### config.mk
export PLATFORM = sky130hd
export DESIGN_NAME = note_display_scan
export DESIGN_NICKNAME = d
export VERILOG_FILES = /design/src/rtl/note_display_pkg.sv /design/src/rtl/display_scan_timer.sv /design/src/rtl/note_display_scan.sv
export SDC_FILE = /design/constraint.sdc
export NUM_CORES = 1
export LEC_CHECK = 0
export CELL_PAD_IN_SITES_DETAIL_PLACEMENT = 1
export CELL_PAD_IN_SITES_GLOBAL_PLACEMENT = 1
export CORE_MARGIN = 2
export CORE_UTILIZATION = 40
export DETAILED_ROUTE_END_ITERATION = 7
export PLACE_DENSITY = 0.8
export SLEW_MARGIN = 40
export SYNTH_ARGS = -nofsm -noshare
export SYNTH_HDL_FRONTEND = slang
export SYNTH_SLANG_ARGS = --single-unit
### constraint.sdc
create_clock -name clk -period 1.8 [get_ports clk]
set_input_delay 0.36 -clock clk [delete_from_list [all_inputs] [get_ports clk]]
set_output_delay 0.36 -clock clk [all_outputs]
set_load 0.02 [all_outputs]
### src/rtl/note_display_pkg.sv
// Shared types, glyphs and the frequency-to-note decoder for the note display.
// Segment glyphs are active-low, ordered {g,f,e,d,c,b,a}.
package note_display_pkg;

    typedef enum logic [2:0] {LtrC, LtrD, LtrE, LtrF, LtrG, LtrA, LtrB} letter_e;

    typedef struct packed {
        logic       valid;
        letter_e    letter;
        logic       sharp;
        logic [3:0] octave;
    } note_t;

    localparam note_t NOTE_INVALID = '{valid: 1'b0, letter: LtrC, sharp: 1'b0, octave: 4'd0};

    localparam logic [6:0] GLYPH_C     = 7'b1000110;
    localparam logic [6:0] GLYPH_D     = 7'b0100001;
    localparam logic [6:0] GLYPH_E     = 7'b0000110;
    localparam logic [6:0] GLYPH_F     = 7'b0001110;
    localparam logic [6:0] GLYPH_G     = 7'b0010000;
    localparam logic [6:0] GLYPH_A     = 7'b0001000;
    localparam logic [6:0] GLYPH_B     = 7'b0000011;
    localparam logic [6:0] GLYPH_3     = 7'b0110000;
    localparam logic [6:0] GLYPH_4     = 7'b0011001;
    localparam logic [6:0] GLYPH_5     = 7'b0010010;
    localparam logic [6:0] GLYPH_SHARP = 7'b0001001;
    localparam logic [6:0] GLYPH_DASH  = 7'b0111111;
    localparam logic [6:0] GLYPH_BLANK = 7'b1111111;

    localparam int unsigned NUM_NOTES = 36;

    // Octaves 3..5, twelve semitones each starting at C.
    localparam int unsigned FREQ_TABLE [NUM_NOTES] = '{
        131, 139, 147, 156, 165, 175, 185, 196, 208, 220, 233, 247,
        261, 277, 293, 311, 330, 349, 370, 392, 415, 440, 466, 494,
        523, 554, 587, 622, 659, 698, 740, 784, 831, 880, 932, 988
    };

    function automatic letter_e semitone_letter(input int unsigned semi);
        case (semi)
            0, 1:    return LtrC;
            2, 3:    return LtrD;
            4:       return LtrE;
            5, 6:    return LtrF;
            7, 8:    return LtrG;
            9, 10:   return LtrA;
            default: return LtrB;
        endcase
    endfunction

    function automatic note_t freq_to_note(input int unsigned f);
        note_t n;
        n = NOTE_INVALID;
        for (int unsigned i = 0; i < NUM_NOTES; i++) begin
            if (f == FREQ_TABLE[i]) begin
                n.valid  = 1'b1;
                n.letter = semitone_letter(i % 12);
                n.sharp  = (i % 12) inside {1, 3, 6, 8, 10};
                n.octave = 4'(3 + i / 12);
            end
        end
        return n;
    endfunction

    function automatic logic [6:0] letter_glyph(input letter_e l);
        case (l)
            LtrC:    return GLYPH_C;
            LtrD:    return GLYPH_D;
            LtrE:    return GLYPH_E;
            LtrF:    return GLYPH_F;
            LtrG:    return GLYPH_G;
            LtrA:    return GLYPH_A;
            LtrB:    return GLYPH_B;
            default: return GLYPH_BLANK;
        endcase
    endfunction

    function automatic logic [6:0] octave_glyph(input logic [3:0] oct);
        case (oct)
            4'd3:    return GLYPH_3;
            4'd4:    return GLYPH_4;
            4'd5:    return GLYPH_5;
            default: return GLYPH_BLANK;
        endcase
    endfunction

endpackage

### src/rtl/display_scan_timer.sv
// Refresh prescaler and digit-index counter for the multiplexed display.
// frame_start pulses on the tick that wraps the index back to digit 0.
module display_scan_timer #(
    parameter int unsigned NUM_DIGITS  = 4,
    parameter int unsigned REFRESH_DIV = 100000,
    localparam int unsigned IDX_W      = $clog2(NUM_DIGITS)
) (
    input  logic             i_clk,
    input  logic             i_rst,
    output logic             o_tick,
    output logic             o_frame_start,
    output logic [IDX_W-1:0] o_index
);

    localparam int unsigned PRE_W = $clog2(REFRESH_DIV);

    logic [PRE_W-1:0] r_presc;
    logic [IDX_W-1:0] r_index;
    logic             w_tick;
    logic             w_last;

    assign w_tick = (r_presc == PRE_W'(REFRESH_DIV - 1));
    assign w_last = (r_index == IDX_W'(NUM_DIGITS - 1));

    always_ff @(posedge i_clk or posedge i_rst) begin
        if (i_rst) begin
            r_presc <= '0;
            r_index <= '0;
        end else if (w_tick) begin
            r_presc <= '0;
            r_index <= w_last ? '0 : r_index + IDX_W'(1);
        end else begin
            r_presc <= r_presc + PRE_W'(1);
        end
    end

    assign o_tick        = w_tick;
    assign o_frame_start = w_tick && w_last;
    assign o_index       = r_index;

endmodule

### src/rtl/note_display_scan.sv
// Multiplexed 7-segment note display: freq -> {letter, sharp, octave}, scanned over NUM_DIGITS.
// Define NOTE_HOLD_EN to keep the last valid note for HOLD_FRAMES frames after it goes invalid.
module note_display_scan
    import note_display_pkg::*;
#(
    parameter int unsigned NUM_DIGITS  = 4,
    parameter int unsigned FREQ_W      = 12,
    parameter int unsigned REFRESH_DIV = 100000,
    parameter int unsigned HOLD_FRAMES = 64
) (
    input  logic                  clk,
    input  logic                  rst,
    input  logic [FREQ_W-1:0]     freq,
    output logic [NUM_DIGITS-1:0] anode,
    output logic [6:0]            segOut
);

    localparam int unsigned IDX_W = $clog2(NUM_DIGITS);

    if (NUM_DIGITS < 3 || NUM_DIGITS > 8 || REFRESH_DIV < 2 || HOLD_FRAMES < 1) begin : g_param_check
        $error("note_display_scan: illegal parameter set");
    end

    logic                  w_tick;
    logic                  w_frame_start;
    logic                  w_boundary;
    logic [IDX_W-1:0]      w_index;
    logic [FREQ_W-1:0]     r_freq;
    note_t                 r_note;
    note_t                 r_disp;
    logic [NUM_DIGITS-1:0] r_anode;
    logic [6:0]            r_seg;
    logic [NUM_DIGITS-1:0] w_anode;
    logic [6:0]            w_seg;

    display_scan_timer #(
        .NUM_DIGITS  (NUM_DIGITS),
        .REFRESH_DIV (REFRESH_DIV)
    ) u_timer (
        .i_clk         (clk),
        .i_rst         (rst),
        .o_tick        (w_tick),
        .o_frame_start (w_frame_start),
        .o_index       (w_index)
    );

    assign w_boundary = w_tick && w_frame_start;

    always_ff @(posedge clk or posedge rst) begin
        if (rst) begin
            r_freq <= '0;
            r_note <= NOTE_INVALID;
        end else begin
            r_freq <= freq;
            r_note <= freq_to_note(32'(r_freq));
        end
    end

`ifdef NOTE_HOLD_EN
    localparam int unsigned HOLD_W = $clog2(HOLD_FRAMES + 1);

    logic [HOLD_W-1:0] r_hold;

    // An invalid note only blanks the display once the hold budget is spent.
    always_ff @(posedge clk or posedge rst) begin
        if (rst) begin
            r_disp <= NOTE_INVALID;
            r_hold <= '0;
        end else if (w_boundary) begin
            if (r_note.valid) begin
                r_disp <= r_note;
                r_hold <= '0;
            end else if (r_disp.valid && r_hold < HOLD_W'(HOLD_FRAMES)) begin
                r_hold <= r_hold + HOLD_W'(1);
            end else begin
                r_disp <= NOTE_INVALID;
            end
        end
    end
`else
    always_ff @(posedge clk or posedge rst) begin
        if (rst) begin
            r_disp <= NOTE_INVALID;
        end else if (w_boundary) begin
            r_disp <= r_note;
        end
    end
`endif

    always_comb begin
        w_seg   = GLYPH_BLANK;
        w_anode = ~(NUM_DIGITS'(1) << w_index);
        if (!r_disp.valid) begin
            if (w_index == IDX_W'(2)) begin
                w_seg = GLYPH_DASH;
            end
        end else begin
            case (w_index)
                IDX_W'(0): w_seg = octave_glyph(r_disp.octave);
                IDX_W'(1): w_seg = r_disp.sharp ? GLYPH_SHARP : GLYPH_BLANK;
                IDX_W'(2): w_seg = letter_glyph(r_disp.letter);
                default:   w_seg = GLYPH_BLANK;
            endcase
        end
    end

    always_ff @(posedge clk or posedge rst) begin
        if (rst) begin
            r_anode <= '1;
            r_seg   <= GLYPH_BLANK;
        end else begin
            r_anode <= w_anode;
            r_seg   <= w_seg;
        end
    end

    assign anode  = r_anode;
    assign segOut = r_seg;

endmodule

# After elaboration in Yosys (flattened, before gate mapping)
# Index checks and enable logic that the tools add are counted.
# word_totals
register_bits,60
input_bits,14
output_inout_bits,11
word_cells,114
# op_classes
n_addsub,2
eq_ne,49
n_shift,1
mux,44
bitwise_logic,1
reduce_logical,4
# op_table
cell,n
$mux W9,36
$eq A12 B10 Y1 const B,12
$eq A12 B8 Y1 const B,12
$eq A12 B9 Y1 const B,12
$pmux W7 S7,1
$pmux W7 S3,2
$mux W7,3
$add A17 B1 Y17 const B,1
$eq A17 B17 Y1 const B,1
$mux W17,1
$eq A3 B3 Y1 const B,3
$eq A4 B3 Y1 const B,2
$eq A3 B2 Y1 const B,2
$eq A2 B2 Y1 const B,2
$eq A4 B2 Y1 const B,1
$not A4 Y4,1
$shl A1 B2 Y4 const A,1
$eq A3 B1 Y1 const B,1
$logic_not A3 Y1,1
$add A2 B1 Y2 const B,1
$eq A2 B1 Y1 const B,1
$logic_and A1 B1 Y1,2
$logic_not A2 Y1,1
$mux W2,1

# Depth between registers and ports, before layout
# Gate-level depths: netlist of run 1.
# logic_depth
depth_word,37
mapped_depth,8
depth_no_buf,7

# Hierarchy
# Synthesis of run 1 repeated with hierarchy kept, for this count alone.
# hier_totals
cells_unflattened,349
area_unflattened_um2,3344.5
# by_module_without_submodules
mod,instances,cells_each,area_per_inst_um2,seq_area_each_um2
note_display_scan,1,264,2428.6,989.7
display_scan_timer,1,85,915.9,475.5

# Least setup slack after synthesis of run 1
# Ideal clock, no wire load.
# synth_timing
path_type,flip-flop to flip-flop
from,register u_timer.r_presc[0]
to,register r_disp[0] (netlist bit)
setup_time_ns,0.128
t_arrival_ns,1.598
slack_ns,0.074
stages_incl_launch_ff,7
path_cell_list,dfrtp_1 -> ha_1 -> and3_1 -> nand3_2 -> nor3_4 -> nand2_2 -> mux2_1
# synth_between
elab_chain_len,3
# synth_rtl
element,line_no,rtl
"start, declared",display_scan_timer.sv:17,logic [PRE_W-1:0] r_presc;
"start signal, assigned",display_scan_timer.sv:33,r_presc <= r_presc + PRE_W'(1);
$eq A17 B17 Y1 *,display_scan_timer.sv:22,assign w_tick = (r_presc == PRE_W'(REFRESH_DIV - 1));
$logic_and A1 B1 Y1,display_scan_timer.sv:38,assign o_frame_start = w_tick && w_last;
$logic_and A1 B1 Y1 *,note_display_scan.sv:47,assign w_boundary = w_tick && w_frame_start;
"end signal, assigned",note_display_scan.sv:85,r_disp <= r_note;
"end, declared",note_display_scan.sv:30,note_t r_disp;
# Mark *: on every way between the ends. The rest lies on a longest branch, timed or not.
# A chain may end at the register's enable or synchronous reset.

# Worst setup path after layout of run 1
# layout_timing
from,register r_freq[11]
to,register r_note[4] (netlist bit)
# layout_between
elab_chain_len,36
word_cells_on_any_way,70
classes_between,eq/ne: 35; mux: 35
# layout_rtl
element,line_no,rtl
"start, declared",note_display_scan.sv:28,logic [FREQ_W-1:0] r_freq;
"start signal, assigned",note_display_scan.sv:54,r_freq <= freq;
$eq A12 B8 Y1,note_display_pkg.sv:55,if (f == FREQ_TABLE[i]) begin
$mux W9 (34 in series),note_display_pkg.sv:55,
$mux W9 *,note_display_pkg.sv:55,
"end signal, assigned",note_display_scan.sv:55,r_note <= freq_to_note(32'(r_freq));
"end, declared",note_display_scan.sv:29,note_t r_note;
# Marked as above.

==> flow_summary.yaml, run 1 <==
status:
  status: "finished, final reports clean"
sta:
  slew_headroom: 0.7644
  hold_violations: 0
  layout_min_cycle_time_ps: 1796
  rsz0062_at_grt: "yes"
  worst_pin_slew_ps: 350.1
  setup_viol: 0
  clock.fmax_mhz: 556.7
  fin_skew_ps: 8.890
  report.final.slew_viol_count: 0
  fin_crit_sh: 0.9979
synth:
  yosysTopAreaCell: "dfrtp_1"
  syn_inst: 334
  syn_area_um2: 3147
  ys_ff_latch: 58
  async_reset_ff_frac: 1.000
  ys.flop_type: "dfrtp_1"
  ys_seq_area_frac: 0.4656
  synth_edf_count: 0
  synth_area_leaders: "dfrtp_1 (37%), dfstp_2 (9.2%), nor2_1 (4.2%), nand2_1 (3.6%), xor2_1 (3.3%)"
  yosysWarnings: 0
  synth_cell_types: 52
  yosysMostFrequentCell: "dfrtp_1"
  synth_commonest_cells: "dfrtp_1 (47), nor2_1 (35), nand2_1 (30), nand2b_1 (16), nand3_1 (16)"
  synth.top_cell.area_share: 0.3738
  synth_nets: 353
  avgSynthCellArea_um2: 9.421
place:
  dp_hpwl_um: 7005
  gp_congestion: 1.024
  portBuffers: 24
  dp.cells: 494
global_routing:
  antenna_found_initial: 0
  grt_overflow: 0
  grt_max_degree: 24
  grt_use_total: 0.2309
  grt_pass1_vias: 3038
  grt_pass1_wl_um: 15300
die:
  die_w_um: 92.70
  rows: 32
  die-area_um2: 8592
  top_level_ports: 25
  dieHeight_um: 92.70
  start_util: 0.4093
  coreArea_um2: 7687
clock_tree:
  cts_made_buffers: 9
  clk_latency_ps: 340
  holdBufCountCts: 0
  cts_root_buffer: "clkbuf_8"
  clockBufferDepth: 2
  clk_pin_slew_worst_paths_ps: 70
  cts_tree: "built"
  htreeDepth: 3
  clkSinkCount: 58
critical_path:
  crit_path_max_incr_delay_ps: 450
  crit_path_end_kind: "register"
  crit_path_cell_trace: "nor4_4 > buf_4 > nand2_2 > or3_4 > a211oi_2 > o21ai_2 > nand2_1"
  crit_type: "register to register"
  cp_slowest_cell: "dfrtp_2"
  crit_buf_inv: 1
  worst-endpoint-arrival_ps: 2070
  critPathRequiredTime_ps: 2070
  worstPathMaxFanout: 4
  startpoint_type: "register"
  cp_top_family: "simple AND/OR/NAND/NOR gates"
finish:
  final_util: 0.5588
  areaGrowthSynthToFinish_pct: 36.50
  diodes: 0
  layout-drive-gt1-share: 0.3318
  n_fill_cell: 887
  instances_no_fill: 524
  nNetsFinal: 436
  ff_latch_area_um2: 1475
  multi_input_area_um2: 1702
routing:
  ant_nets: 0
  wl_per_cell_um: 18.28
  routed_wl_um: 9580
  drt_iter0_drc: 132
  drt_first_pass_iters: 4
  drc: 0
  vias_per_cell: 5.485
  vias: 2874
pwr:
  peakVddDrop_mv: 0.6047
  power_density_nw_per_um2: 633.0
  p_leak_uw: 0.001807
flow_run:
  drv_cap: 0
hold_path:
  hold_class: "input pin to async pin"
==> kinds of logic after synthesis <==
kind of cell	Yosys count	synth area share
AOI/OAI and AO/OA	52	0.1089
DFF	58	0.4656
muxes	9	0.03221
and+or+nand+nor	159	0.2716
xor gates and xnor gates	22	0.06123
adders and majority gates	5	0.01988
buffers and inverters	29	0.04056
==> stage by stage <==
| stage | cell area (µm²) | hold slack (ps) | total power, µW | setup TNS (ps) | setup slack, ps |
|---|---|---|---|---|---|
| 3_3_place_gp | 3849 | 435.0 | 1627 | -21.03 | -14.98 |
| 5_1_grt | 4295 | 312.7 | 2845 | -287.0 | -37.90 |
| 3_5_place_dp | 3849 | 447.1 | 1634 | -367.2 | -50.21 |
| 6_report | 4295 | 303.6 | 2719 | 0 | 3.825 |
| 4_1_cts | 4106 | 303.7 | 2718 | -22.49 | -22.49 |
| 2_1_floorplan | 3147 | 391.4 | 1490 | 0 | 30.22 |
==> power by group <==
group	switching, µW	total [µW]	internal (µW)
Combinational	160	307	147
Sequential	24.3	1350	1320
Clock	531	1070	535
Total	716	2720	2000
==> registers in the layout (all words and copies together) (netlist names) <==
signal	flops
u_timer.r_presc	17
r_freq	12
r_disp	8
r_note	8
segOut	7
anode	4
u_timer.o_index	2
==> what timing repair did <==
item,CTS,global route
setup buffers,6,8
cloned,0,0
pin swaps,8,15
gates resized for setup,21,36
setup endpoints to repair,25,18
==> routing by layer <==
layer	part of all wire	GRT usage	up-vias	routed length, µm
li1	-	-	1342	-
met1	0.41	0.2817	1442	3931
met2	0.53	0.4002	73	5078
met3	0.041	0.05614	17	388
met4	0.019	0.07843	0	181
met5	0	0	-	0
==> area by class of cell <==
cell class / instances / share of cell area
clock buffer: 10 / 0.03204
clock inverter: 6 / 0.009613
tap: 102 / 0.02971
timing repair buffer: 88 / 0.1777
multi-input combinational: 247 / 0.3962
sequential: 58 / 0.3434
inverter: 13 / 0.01136
==> placed cells by master (no fill, tap or decap), types with 4 or more instances in the layout <==
master and count:
a21oi_1 11, a31oi_1 4, buf_4 56, buf_6 5, clkbuf_8 10, clkdlybuf4s50_1 13, dfrtp_1 39, dfrtp_2 8
dfstp_2 11, dlygate4sd2_1 11, ha_1 4, inv_1 12, mux2_1 8, nand2_1 27, nand2_2 4, nand2b_1 13
nand3_1 16, nand4_1 7, nor2_1 34, nor2b_1 7, nor3_1 8, nor3_2 5, o21ai_0 8, xnor2_1 10
xor2_1 12
==> final timing paths <==
kind                                      startpoint                             end  slack (ps)  cells past startpoint
worst max-delay path            r_freq[11]$_DFF_PP0_             r_note[4]$_DFF_PP0_           4                      7
worst min-delay path                             rst  u_timer.o_index[1]$_DFFE_PP0N_         300                      2
worst max register to register  r_freq[11]$_DFF_PP0_             r_note[4]$_DFF_PP0_           4                      7
worst min register to register   r_note[7]$_DFF_PP0_           r_disp[7]$_DFFE_PP0P_         460                      1
max in group asynchronous                        rst            r_freq[11]$_DFF_PP0_        1050                      3
min in group clk                             freq[7]             r_freq[7]$_DFF_PP0_         460                      1
No activity file was read; power rests on OpenSTA's default activity.
==> inputs of run 2 (changes only) <==
--- a/config.mk
+++ b/config.mk
@@ -10,7 +10,7 @@
 export CORE_MARGIN = 2
 export CORE_UTILIZATION = 40
 export DETAILED_ROUTE_END_ITERATION = 7
-export PLACE_DENSITY = 0.8
+export PLACE_DENSITY = 0.78
 export SLEW_MARGIN = 40
 export SYNTH_ARGS = -nofsm -noshare
 export SYNTH_HDL_FRONTEND = slang
==> flow_summary.yaml, run 2 (same netlist as run 1, synthesis figures left out) <==
sta:
  hold_violations: 0
  fin_skew_ps: 11.73
  clock.fmax_mhz: 540.2
  fin_ws_ps: -51.33
  setup_viol: 1
  hold_ws_ps: 314.5
  layout_min_cycle_time_ps: 1851
  slew_headroom: 0.7282
  report.final.slew_viol_count: 0
  fin_crit_sh: 1.029
  worst_pin_slew_ps: 404.6
  totalNegativeSetupSlack_ps: -51.33
  rsz0062_at_grt: "yes"
clock_tree:
  clkSinkCount: 58
  clockBufferDepth: 2
  clk_pin_slew_worst_paths_ps: 70
  cts_tree: "built"
  cts_made_buffers: 9
  clk_latency_ps: 350
  holdBufCountCts: 0
  cts_root_buffer: "clkbuf_8"
  htreeDepth: 3
critical_path:
  r2r-end: "r_note[7]$_DFF_PP0_"
  worst-endpoint-arrival_ps: 2070
  worstPathMaxFanout: 7
  r2r_slack_ps: -50
  crit_type: "register to register"
  critPathRequiredTime_ps: 2020
  startpoint_type: "register"
  crit_path_end_kind: "register"
  rr_startpoint: "r_freq[1]$_DFF_PP0_"
  worstRegToRegCells: 5
place:
  dp.cells: 501
  dpl_cell_area_um2: 3889
  dp_hpwl_um: 7221
  gp_congestion: 1.039
  portBuffers: 24
finish:
  n_fill_cell: 873
  largest_register_ff_count: 17
  largest_registers: "u_timer.r_presc: 17 flops, r_freq: 12 flops"
  diodes: 0
  mostFrequentLayoutCells: "buf_4 (60), dfrtp_1 (41), nor2_1 (32), nand2_1 (29), nand2b_1 (16)"
  areaGrowthSynthToFinish_pct: 36.46
  finalInstanceArea_um2: 4294
  instances_no_fill: 525
  ff_latch_area_um2: 1473
  nNetsFinal: 437
  layout_commonest_cell: "buf_4"
  top_register: "u_timer.r_presc"
  layout-drive-gt1-share: 0.3310
  multi_input_area_um2: 1723
global_routing:
  grt_pass1_wl_um: 15070
  grt_max_degree: 26
  grt_use_total: 0.2310
  grt_overflow: 0
  grt_pass1_vias: 3096
  antenna_found_initial: 0
routing:
  routed_wl_um: 9519
  drt_first_pass_iters: 4
  vias: 2897
  drc: 0
  ant_nets: 0
  drt_iter0_drc: 179
  wl_per_cell_um: 18.13
  vias_per_cell: 5.518
die:
  dieHeight_um: 92.70
  die-area_um2: 8592
  coreArea_um2: 7687
  start_util: 0.4093
  die_w_um: 92.70
  rows: 32
  top_level_ports: 25
status:
  status: "complete, but fails checks"
  violations: "setup timing"
pwr:
  p_comb_frac: 0.113
  power.share.sequential: 0.499
  switching_power_uw: 704.2
  power_uw: 2701
  p_leak_uw: 0.001829
  peakVddDrop_mv: 0.5071
  power_density_nw_per_um2: 629.0
  sw_frac_of_total: 0.2607
  p_int_uw: 1997
  clkPwrFrac: 0.387
flow_run:
  drv_cap: 0
hold_path:
  hold_class: "input pin to async pin"
-- run 2: power groups by stage --
stage	Combinational (µW)	Clock [µW]	Sequential [µW]
2_1_floorplan	135	0	1360
3_3_place_gp	270	0	1370
3_5_place_dp	273	0	1370
4_1_cts	285	1080	1350
5_1_grt	330	1140	1350
6_report	307	1050	1350
-- run 2: repair_timing --
action,CTS,global route
setup buffers,3,5
endpoints found under the setup margin,25,21
pin swaps,3,15
gates resized for setup,22,38
-- run 2: metrics by stage --
| step | setup slack [ps] | utilization |
|---|---|---|
| finish | -51.33 | 0.5586 |
| global route | -93.27 | 0.5586 |
| CTS | -6.138 | 0.5335 |
| detailed placement | -80.52 | 0.5059 |
| global placement | -77.46 | 0.5059 |
| floorplan | 30.22 | - |
-- run 2: layout make-up --
cell class / count / area share
Multi-Input combinational cell: 247 / 0.4012
Sequential cell: 58 / 0.3429
Timing Repair Buffer: 89 / 0.1748
Clock buffer: 11 / 0.03293
Tap cell: 102 / 0.02972
Inverter: 13 / 0.01136
Clock inverter: 5 / 0.006993
-- run 2: critical path, stage by stage, from the launching register on --
cell and delay, ps:
dfrtp_2 460, buf_4 170, nor4bb_1 140, o211ai_1 310, nand3_1 160, or4_1 480
-- run 2: how the worst max path moves through the flow --
stage	depth (start not counted)	end	start	slack [ps]
2_1_floorplan	1	r_disp[0]$_DFFE_PP0P_	rst	30
4_1_cts	7	r_note[4]$_DFF_PP0_	r_freq[11]$_DFF_PP0_	-6
3_3_place_gp	5	r_note[7]$_DFF_PP0_	r_freq[3]$_DFF_PP0_	-80
5_1_grt	7	r_note[4]$_DFF_PP0_	r_freq[10]$_DFF_PP0_	-90
6_report	5	r_note[7]$_DFF_PP0_	r_freq[1]$_DFF_PP0_	-50
3_5_place_dp	5	r_note[7]$_DFF_PP0_	r_freq[3]$_DFF_PP0_	-80
-- run 2: routing by layer --
| layer | GRT usage | part of all wire | vias up |
|---|---|---|---|
| li1 | - | - | 1347 |
| met1 | 0.2572 | 0.40 | 1429 |
| met2 | 0.4082 | 0.52 | 89 |
| met3 | 0.05207 | 0.041 | 32 |
| met4 | 0.1262 | 0.036 | 0 |
| met5 | 0 | 0 | - |
